## src/rtl/cpu_clk_gen_pkg.sv

```systemverilog
// Shared types and default sizing for the CPU clock generator.
package cpu_clk_pkg;

    localparam int DEF_DIV_W        = 16;
    localparam int DEF_DEFAULT_HALF = 4;
    localparam int DEF_STEP_W       = 8;
    localparam int DEF_CNT_W        = 32;

    // Generator mode: halted, free-running, or running out a step burst.
    typedef enum logic [1:0] {
        IDLE = 2'd0,
        RUN  = 2'd1,
        STEP = 2'd2
    } clk_state_e;

endpackage : cpu_clk_pkg

```

## src/rtl/cpu_clk_gen_if.sv

```systemverilog
// Control/status bundle between the clock generator and its controller.
interface cpu_clk_gen_if
    import cpu_clk_pkg::*;
#(
    parameter int DIV_W  = DEF_DIV_W,
    parameter int STEP_W = DEF_STEP_W,
    parameter int CNT_W  = DEF_CNT_W
);
    logic              cfg_we;
    logic [DIV_W-1:0]  half_period;
    logic              run;
    logic              step;
    logic [STEP_W-1:0] step_count;
    logic              sub_clk;
    logic              sub_rise;
    logic              sub_fall;
    logic              busy;
    logic [CNT_W-1:0]  cycle_count;

    modport master (
        output cfg_we, half_period, run, step, step_count,
        input  sub_clk, sub_rise, sub_fall, busy, cycle_count
    );

    modport slave (
        input  cfg_we, half_period, run, step, step_count,
        output sub_clk, sub_rise, sub_fall, busy, cycle_count
    );
endinterface : cpu_clk_gen_if

```

## src/rtl/cpu_clk_gen_half_period_timer.sv

```systemverilog
// Counts mclk cycles within one sub_clk phase and flags the last cycle.
module half_period_timer
    import cpu_clk_pkg::*;
#(
    parameter int DIV_W = DEF_DIV_W
) (
    input  logic             mclk,
    input  logic             reset,
    input  logic             enable_i,
    input  logic             clear_i,
    input  logic [DIV_W-1:0] active_half_i,
    output logic             expire_o
);
    logic [DIV_W-1:0] cnt_q;
    logic [DIV_W-1:0] cnt_d;
    logic             hit_s;

    // active_half is never 0, so the subtraction cannot underflow.
    assign hit_s    = (cnt_q == (active_half_i - DIV_W'(1)));
    assign expire_o = enable_i && hit_s;

    // Next count: restart on clear or expiry, advance while enabled.
    always_comb begin
        cnt_d = cnt_q;
        if (clear_i) begin
            cnt_d = '0;
        end else if (enable_i) begin
            if (hit_s) begin
                cnt_d = '0;
            end else begin
                cnt_d = cnt_q + DIV_W'(1);
            end
        end else begin
            cnt_d = cnt_q;
        end
    end

    // Phase counter register.
    always_ff @(posedge mclk) begin
        if (reset) begin
            cnt_q <= '0;
        end else begin
            cnt_q <= cnt_d;
        end
    end
endmodule : half_period_timer

```

## src/rtl/cpu_clk_gen.sv

```systemverilog
// Programmable-divide CPU clock with run / halt / step-burst control.
module cpu_clk_gen
    import cpu_clk_pkg::*;
#(
    parameter int DIV_W        = DEF_DIV_W,
    parameter int DEFAULT_HALF = DEF_DEFAULT_HALF,
    parameter int STEP_W       = DEF_STEP_W,
    parameter int CNT_W        = DEF_CNT_W
) (
    input  logic          mclk,
    input  logic          reset,
    cpu_clk_gen_if.slave  bus
);
    clk_state_e        state_q;
    logic [DIV_W-1:0]  pending_half_q;
    logic [DIV_W-1:0]  active_half_q;
    logic [STEP_W-1:0] remaining_q;
    logic [CNT_W-1:0]  cycle_count_q;
    logic              sub_clk_q;
    logic              sub_rise_q;
    logic              sub_fall_q;
    logic              expire_s;
    logic              idle_s;

    assign idle_s = (state_q == IDLE);

    half_period_timer #(.DIV_W(DIV_W)) u_timer (
        .mclk          (mclk),
        .reset         (reset),
        .enable_i      (!idle_s),
        .clear_i       (idle_s),
        .active_half_i (active_half_q),
        .expire_o      (expire_s)
    );

    // Mode FSM, config registers, edge strobes and rise counter. Every
    // sub_clk transition (and leaving IDLE) latches the pending half-period,
    // so a reconfiguration only ever takes effect at a phase boundary.
    always_ff @(posedge mclk) begin
        if (reset) begin
            state_q        <= IDLE;
            pending_half_q <= DIV_W'(DEFAULT_HALF);
            active_half_q  <= DIV_W'(DEFAULT_HALF);
            remaining_q    <= '0;
            cycle_count_q  <= '0;
            sub_clk_q      <= 1'b0;
            sub_rise_q     <= 1'b0;
            sub_fall_q     <= 1'b0;
        end else begin
            sub_rise_q <= 1'b0;
            sub_fall_q <= 1'b0;
            if (bus.cfg_we) begin
                pending_half_q <= (bus.half_period == '0) ? DIV_W'(1) : bus.half_period;
            end else begin
                pending_half_q <= pending_half_q;
            end
            case (state_q)
                IDLE: begin
                    if (bus.run) begin
                        state_q       <= RUN;
                        active_half_q <= pending_half_q;
                        sub_clk_q     <= 1'b1;
                        sub_rise_q    <= 1'b1;
                        cycle_count_q <= cycle_count_q + CNT_W'(1);
                    end else if (bus.step && (bus.step_count != '0)) begin
                        state_q       <= STEP;
                        remaining_q   <= bus.step_count - STEP_W'(1);
                        active_half_q <= pending_half_q;
                        sub_clk_q     <= 1'b1;
                        sub_rise_q    <= 1'b1;
                        cycle_count_q <= cycle_count_q + CNT_W'(1);
                    end else begin
                        state_q <= IDLE;
                    end
                end
                RUN, STEP: begin
                    if (expire_s) begin
                        active_half_q <= pending_half_q;
                        if (sub_clk_q) begin
                            sub_clk_q  <= 1'b0;
                            sub_fall_q <= 1'b1;
                        end else if ((state_q == RUN) ? bus.run : (remaining_q != '0)) begin
                            if (state_q == STEP) begin
                                remaining_q <= remaining_q - STEP_W'(1);
                            end else begin
                                remaining_q <= remaining_q;
                            end
                            sub_clk_q     <= 1'b1;
                            sub_rise_q    <= 1'b1;
                            cycle_count_q <= cycle_count_q + CNT_W'(1);
                        end else begin
                            state_q <= IDLE;
                        end
                    end else begin
                        state_q <= state_q;
                    end
                end
                default: begin
                    state_q   <= IDLE;
                    sub_clk_q <= 1'b0;
                end
            endcase
        end
    end

    assign bus.sub_clk     = sub_clk_q;
    assign bus.sub_rise    = sub_rise_q;
    assign bus.sub_fall    = sub_fall_q;
    assign bus.busy        = !idle_s;
    assign bus.cycle_count = cycle_count_q;
endmodule : cpu_clk_gen
```

## src/flat_wrapper.sv

```systemverilog
// flat-port wrapper written by rule: the top's interface ports become plain ports
module cpu_clk_gen_flat import cpu_clk_pkg::*;
#(
    parameter int DIV_W        = DEF_DIV_W,
    parameter int DEFAULT_HALF = DEF_DEFAULT_HALF,
    parameter int STEP_W       = DEF_STEP_W,
    parameter int CNT_W        = DEF_CNT_W
)
  (mclk, reset, bus_cfg_we, bus_half_period, bus_run, bus_step, bus_step_count, bus_sub_clk, bus_sub_rise, bus_sub_fall, bus_busy, bus_cycle_count);
  cpu_clk_gen_if #(.DIV_W(DIV_W), .STEP_W(STEP_W), .CNT_W(CNT_W)) bus_i ();
  input  logic mclk;
  input  logic reset;
  input wire logic [$bits(bus_i.cfg_we)-1:0] bus_cfg_we;
  input wire logic [$bits(bus_i.half_period)-1:0] bus_half_period;
  input wire logic [$bits(bus_i.run)-1:0] bus_run;
  input wire logic [$bits(bus_i.step)-1:0] bus_step;
  input wire logic [$bits(bus_i.step_count)-1:0] bus_step_count;
  output wire logic [$bits(bus_i.sub_clk)-1:0] bus_sub_clk;
  output wire logic [$bits(bus_i.sub_rise)-1:0] bus_sub_rise;
  output wire logic [$bits(bus_i.sub_fall)-1:0] bus_sub_fall;
  output wire logic [$bits(bus_i.busy)-1:0] bus_busy;
  output wire logic [$bits(bus_i.cycle_count)-1:0] bus_cycle_count;
  assign bus_i.cfg_we = bus_cfg_we;
  assign bus_i.half_period = bus_half_period;
  assign bus_i.run = bus_run;
  assign bus_i.step = bus_step;
  assign bus_i.step_count = bus_step_count;
  assign bus_sub_clk = bus_i.sub_clk;
  assign bus_sub_rise = bus_i.sub_rise;
  assign bus_sub_fall = bus_i.sub_fall;
  assign bus_busy = bus_i.busy;
  assign bus_cycle_count = bus_i.cycle_count;
  cpu_clk_gen #(.DIV_W(DIV_W), .DEFAULT_HALF(DEFAULT_HALF), .STEP_W(STEP_W), .CNT_W(CNT_W)) u_core (.mclk(mclk), .reset(reset), .bus(bus_i));
endmodule
```

## config.mk

```make
export PLATFORM = sky130hd
export DESIGN_NAME = cpu_clk_gen_flat
export DESIGN_NICKNAME = d
export VERILOG_FILES = /design/src/rtl/cpu_clk_gen_pkg.sv /design/src/rtl/cpu_clk_gen_if.sv /design/src/rtl/cpu_clk_gen_half_period_timer.sv /design/src/rtl/cpu_clk_gen.sv /design/src/flat_wrapper.sv
export SDC_FILE = /design/constraint.sdc
export NUM_CORES = 1
export LEC_CHECK = 0
export ABC_AREA = 1
export ABC_CLOCK_PERIOD_IN_PS = 2250
export CAP_MARGIN = 40
export CORE_UTILIZATION = 51
export DETAILED_ROUTE_END_ITERATION = 8
export PLACE_DENSITY = 0.78
export REMOVE_ABC_BUFFERS = 1
export SYNTH_ARGS = -nofsm -noshare
export SYNTH_HDL_FRONTEND = slang
export SYNTH_SLANG_ARGS = --single-unit
```

## constraint.sdc

```tcl
create_clock -name mclk -period 2.25 [get_ports mclk]
set_clock_uncertainty 0.15 [all_clocks]
set_input_delay 0.45 -clock mclk [delete_from_list [all_inputs] [get_ports mclk]]
set_output_delay 0.45 -clock mclk [all_outputs]
set_load 0.01 [all_outputs]
```

==> out/results.md <==
| Stage | Metric | Reported |
|:---|:---|:---|
| synthesis | Synth top area share | 34.8% |
| power and ir drop | Fraction of power spent switching nets | 46.5% |
| synthesis | Share of synthesized registers carrying an async set or reset | 0% |
| power and ir drop | Part of the power in registers | 26.3% |
| power and ir drop | Combinational Power Share | 60.6% |
| critical path | WP depth | 15 |
| global route | Initial antenna violation count | 0 |
| final layout | Layout cell share with drive strength beyond 1 | 16.8% |
| power and ir drop | Clock power frac | 13.1% |
| cts | CTS H-tree depth | 3 |
| drt | Total number of vias | 5,762 |
| status | Violated checks | setup timing |
| synthesis | Mapped Cells | 804 |
| final layout | # diodes | 0 |
| critical path | Required time at the endpoint of the critical path | 2.36 ns |
| synthesis | Sequential share of the synthesized area | 34.8% |
| cts | Number of sinks on the clock net | 93 |
| place | HPWL reported at the end of detailed placement | 10,600 um |
| power and ir drop | Leakage component of the power | 0.00296 uW |
| flow run | Max-cap check violation count | 0 |
| global route | Via count of the first global-routing pass | 5,464 |
| place | Gp weighted congestion | 0.946 |
| floorplan | Starting density of the core | 52.3% |
| place | Number of buffers inserted by port buffering | 64 |
| floorplan | Core area | 0.0102 mm2 |
| power and ir drop | VDD IR-drop max | 0.683 mV |
| synthesis | Yosys warning count | 0 |
| drt | Final routed DRC violation total | 0 |
| floorplan | Die height | 104 um |
| critical path | Maximum net fanout on the critical path | 8 |
| cts | Number of buffers on the longest clock path | 2 |
| sta | Slew Viols, Final | 0 |
| floorplan | Number of standard-cell rows in the floorplan | 37 |
| power and ir drop | Switching power summed over all nets | 4010 uW |
| synthesis | Top flip-flop cell by instance count after synthesis | sky130_fd_sc_hd__dfxtp_1 |
| critical path | Worst setup path endpoint | u_core.bus.cycle_count[26] |
| critical path | Setup slack of the worst register-to-register path | -0.19 ns |
| critical path | CP startpoint | u_core.active_half_q[2] |
| critical path | Most used cell, CP | sky130_fd_sc_hd__nand2_1 |
| hold path | Min-Delay Path Class | reg2reg |
| synthesis | Number of synthesized register bits | 93 |
| drt | Via-to-Cell Ratio | 5.47 |
| sta | Final TNS setup | -7.99 ns |
| final layout | Filler-free cell count of the finished design | 1,053 |
| critical path | Sort of element at the start of the critical path | flip-flop |
| global route | Global route total overflow | 0 |
| sta | Final number of hold-violating endpoints | 0 |
| sta | Unrepaired setup endpoints after global routing | true |
| synthesis | Netlist Area Pre-Place | 0.00535 mm2 |
| cts | Root Driver | sky130_fd_sc_hd__clkbuf_8 |
| synthesis | Mapped Avg Cell Area | 6.66 um2 |
| drt | Total wire length | 16,400 um |
| final layout | Core occupancy in the finished layout | 70.0% |
| final layout | Area growth from synthesis to layout | 33.9% |
| cts | Worst skew pair latency | 0.38 ns |
| sta | Tmin final | 2.44 ns |
| drt | Count of antenna-violating nets left after detailed routing | 0 |
| status | Status | finished with violations |
| synthesis | Most common cell in the synthesized netlist | sky130_fd_sc_hd__nand2_1 |
| critical path | Critical Path, Cell by Cell | inv_1 -> nand2_2 -> nor2_4 -> nand2_1 -> nand2_1 -> nand2_2 -> nor2_2 -> nand4_1 -> nor2_4 -> nand3_4 -> nand2_8 -> nand3_4 -> clkbuf_16 -> nand2_1 -> a21oi_1 |
| global route | First-pass GRT wire length | 25,200 um |
| place | Cell Count Post-Placement | 1,021 |
| critical path | Endpoint of the worst register-to-register path | u_core.bus.cycle_count[26] |
| critical path | Max incr delay on CP | 0.40 ns |
| critical path | Worst-case reg-to-reg path depth | 15 |
| cts | Number of buffers inserted during clock tree synthesis | 9 |
| sta | Relative slew margins | 69.1% |
| synthesis | Cell type with the highest aggregate area in the netlist | sky130_fd_sc_hd__dfxtp_1 |
| synthesis | Netlist cell types | 35 |
| synthesis | Number of flops mapped to enable cells by yosys | 0 |
| floorplan | Boundary Pins | 65 |
| critical path | Cell with the largest stage delay on the worst path | sky130_fd_sc_hd__dfxtp_4 |
| sta | Maximum frequency from static timing analysis | 410 MHz |
| synthesis | Largest cells by area after synthesis | sky130_fd_sc_hd__dfxtp_1 35%, sky130_fd_sc_hd__nand2_1 14%, sky130_fd_sc_hd__nor2_1 8.4% |
| power and ir drop | Internal power | 4610 uW |
| floorplan | Width of the die | 104 um |
| critical path | CP Class | reg2reg |
| drt | First-iteration detailed-routing DRC count | 390 |
| floorplan | Total Die Area | 0.0109 mm2 |
| global route | Maximum number of pins on one net before global-route repair | 36 |
| global route | Overall routing resource usage | 28.1% |
| critical path | Critical Path AT | 2.54 ns |
| final layout | Post-layout net count | 948 |
| sta | Post-route fraction of the period consumed by the critical path | 108% |
| synthesis | Most used standard cells in the synthesized netlist | 197 x sky130_fd_sc_hd__nand2_1, 120 x sky130_fd_sc_hd__nor2_1, 93 x sky130_fd_sc_hd__dfxtp_1 |
| cts | Clock-pin slew reported for the worst setup and hold paths after clock tree synthesis | 0.11 ns |
| hold path | Worst hold start | u_core.pending_half_q[2] |
| power and ir drop | PD cells | 1200 mW/mm2 |
| sta | Final Worst Setup Slack | -0.186 ns |
| drt | Length of the first detailed-routing pass in iterations | 5 |
| critical path | Critical Path End Type | flip-flop |
| drt | Routed length per placed instance | 15.6 um |
| sta | Final count of negative-setup-slack endpoints | 74 |
| sta | Worst-Margin Slew | 0.460 ns |
| critical path | Worst Path Buf+Inv | 2 |
| critical path | Launching point of the worst reg2reg path | u_core.active_half_q[2] |
| critical path | Cell type group with the largest total delay on the critical path | simple AND/OR/NAND/NOR gates |
| sta | Post-route worst hold slack | 0.332 ns |
| cts | Clock tree from TritonCTS | yes |
## cell usage in the layout (no fill, tap or decap), types with 3 or more instances in the layout
master and instances:
sky130_fd_sc_hd__nand2_1 187, sky130_fd_sc_hd__nor2_1 102, sky130_fd_sc_hd__dfxtp_1 85, sky130_fd_sc_hd__inv_1 80
sky130_fd_sc_hd__clkdlybuf4s50_1 63, sky130_fd_sc_hd__a21oi_1 51, sky130_fd_sc_hd__buf_4 43, sky130_fd_sc_hd__nand4_1 39
sky130_fd_sc_hd__xor2_1 35, sky130_fd_sc_hd__nand3_1 28, sky130_fd_sc_hd__o21ai_0 21, sky130_fd_sc_hd__nor3_1 19
sky130_fd_sc_hd__xnor2_1 17, sky130_fd_sc_hd__nor2_2 16, sky130_fd_sc_hd__nand2_2 10, sky130_fd_sc_hd__buf_12 10
sky130_fd_sc_hd__nor4_1 9, sky130_fd_sc_hd__clkbuf_8 9, sky130_fd_sc_hd__o21ai_2 8, sky130_fd_sc_hd__nor2_4 8
sky130_fd_sc_hd__nor3b_1 7, sky130_fd_sc_hd__dfxtp_2 7, sky130_fd_sc_hd__ha_1 5, sky130_fd_sc_hd__o21ai_1 4
sky130_fd_sc_hd__nand3_4 4, sky130_fd_sc_hd__or2_2 4, sky130_fd_sc_hd__clkbuf_16 4, sky130_fd_sc_hd__mux2i_1 3
sky130_fd_sc_hd__inv_2 3, sky130_fd_sc_hd__nand3b_1 3, sky130_fd_sc_hd__nand2_8 3, sky130_fd_sc_hd__inv_8 3
## kinds of logic after synthesis
family                     after synthesis  share of synthesized area, %
DFF                                     93                          34.8
adders and majority gates                7                          1.64
xor gates and xnor gates                52                          8.51
AOI/OAI and AO/OA                       88                          8.35
buffers and inverters                  113                          8.60
and+or+nand+nor                        446                          37.2
muxes                                    5                         0.935
## worst min-delay path: cells and delay by family, from the launching register on
kind | cells | cell delay (ns)
DFF | 1 | 0.33
buffers and inverters | 1 | 0.04
AOI/OAI and AO/OA | 1 | 0.06
## metal layers
layer,GRT usage [%],wire length [um],part of all wire (%),vias to the layer above
li1,-,-,-,2813
met1,35.2,6670,41,2681
met2,48.2,8180,50,218
met3,3.07,961,5.9,50
met4,13.5,607,3.7,0
met5,0,0,0,-
## stage by stage
stage | worst slack (ns) | total power, uW | cell area, um2
floorplan | -0.232 | 4590 | 5210
global placement | -0.0916 | 5930 | 6450
detailed placement | -0.115 | 6070 | 6450
CTS | -0.0932 | 7620 | 6830
global route | -0.303 | 9180 | 7160
finish | -0.186 | 8630 | 7160
## worst min-delay path by stage
stage	slack [ns]	to	depth (start not counted)
CTS	0.33	u_core.pending_half_q[2]	2
finish	0.33	u_core.pending_half_q[2]	2
detailed placement	0.31	u_core.pending_half_q[2]	2
global placement	0.30	u_core.pending_half_q[2]	2
global route	0.36	u_core.active_half_q[3]	2
floorplan	0.28	u_core.pending_half_q[2]	2
## sequential cells by signal, indices dropped and copies added (netlist names), 2 cells and up
| name | cells |
|---|---|
| u_core.remaining_q | 8 |
| u_core.bus.cycle_count | 32 |
| u_core.pending_half_q | 16 |
| u_core.active_half_q | 16 |
| u_core.u_timer.cnt_q | 16 |
| u_core.state_q | 2 |
## final cells by class
type                       count  area, um2
multi-input combinational    599       3300
fill                         861       3070
sequential                    93       1870
timing repair buffer         123       1290
inverter                      85        334
tap                          136        170
clock buffer                   9        124
clock inverter                 7       66.3
timing repair inverter         1       8.76
## repair_timing
action | in CTS | in global routing
pin swaps | 11 | 15
cloned | 2 | 5
resized for setup | 38 | 53
endpoints found under the hold margin | 0 | 0
endpoints found under the setup margin | 60 | 78
hold buffers | 0 | 0
buffers inserted | 3 | 6
## power by group through the flow
stage               Sequential, uW  Combinational [uW]  Clock [uW]
floorplan                     2160                2440           0
global placement              2210                3720           0
detailed placement            2220                3850           0
CTS                           2210                4290        1120
global route                  2290                5670        1220
finish                        2270                5230        1130
Power figures use the tool's default switching activity.
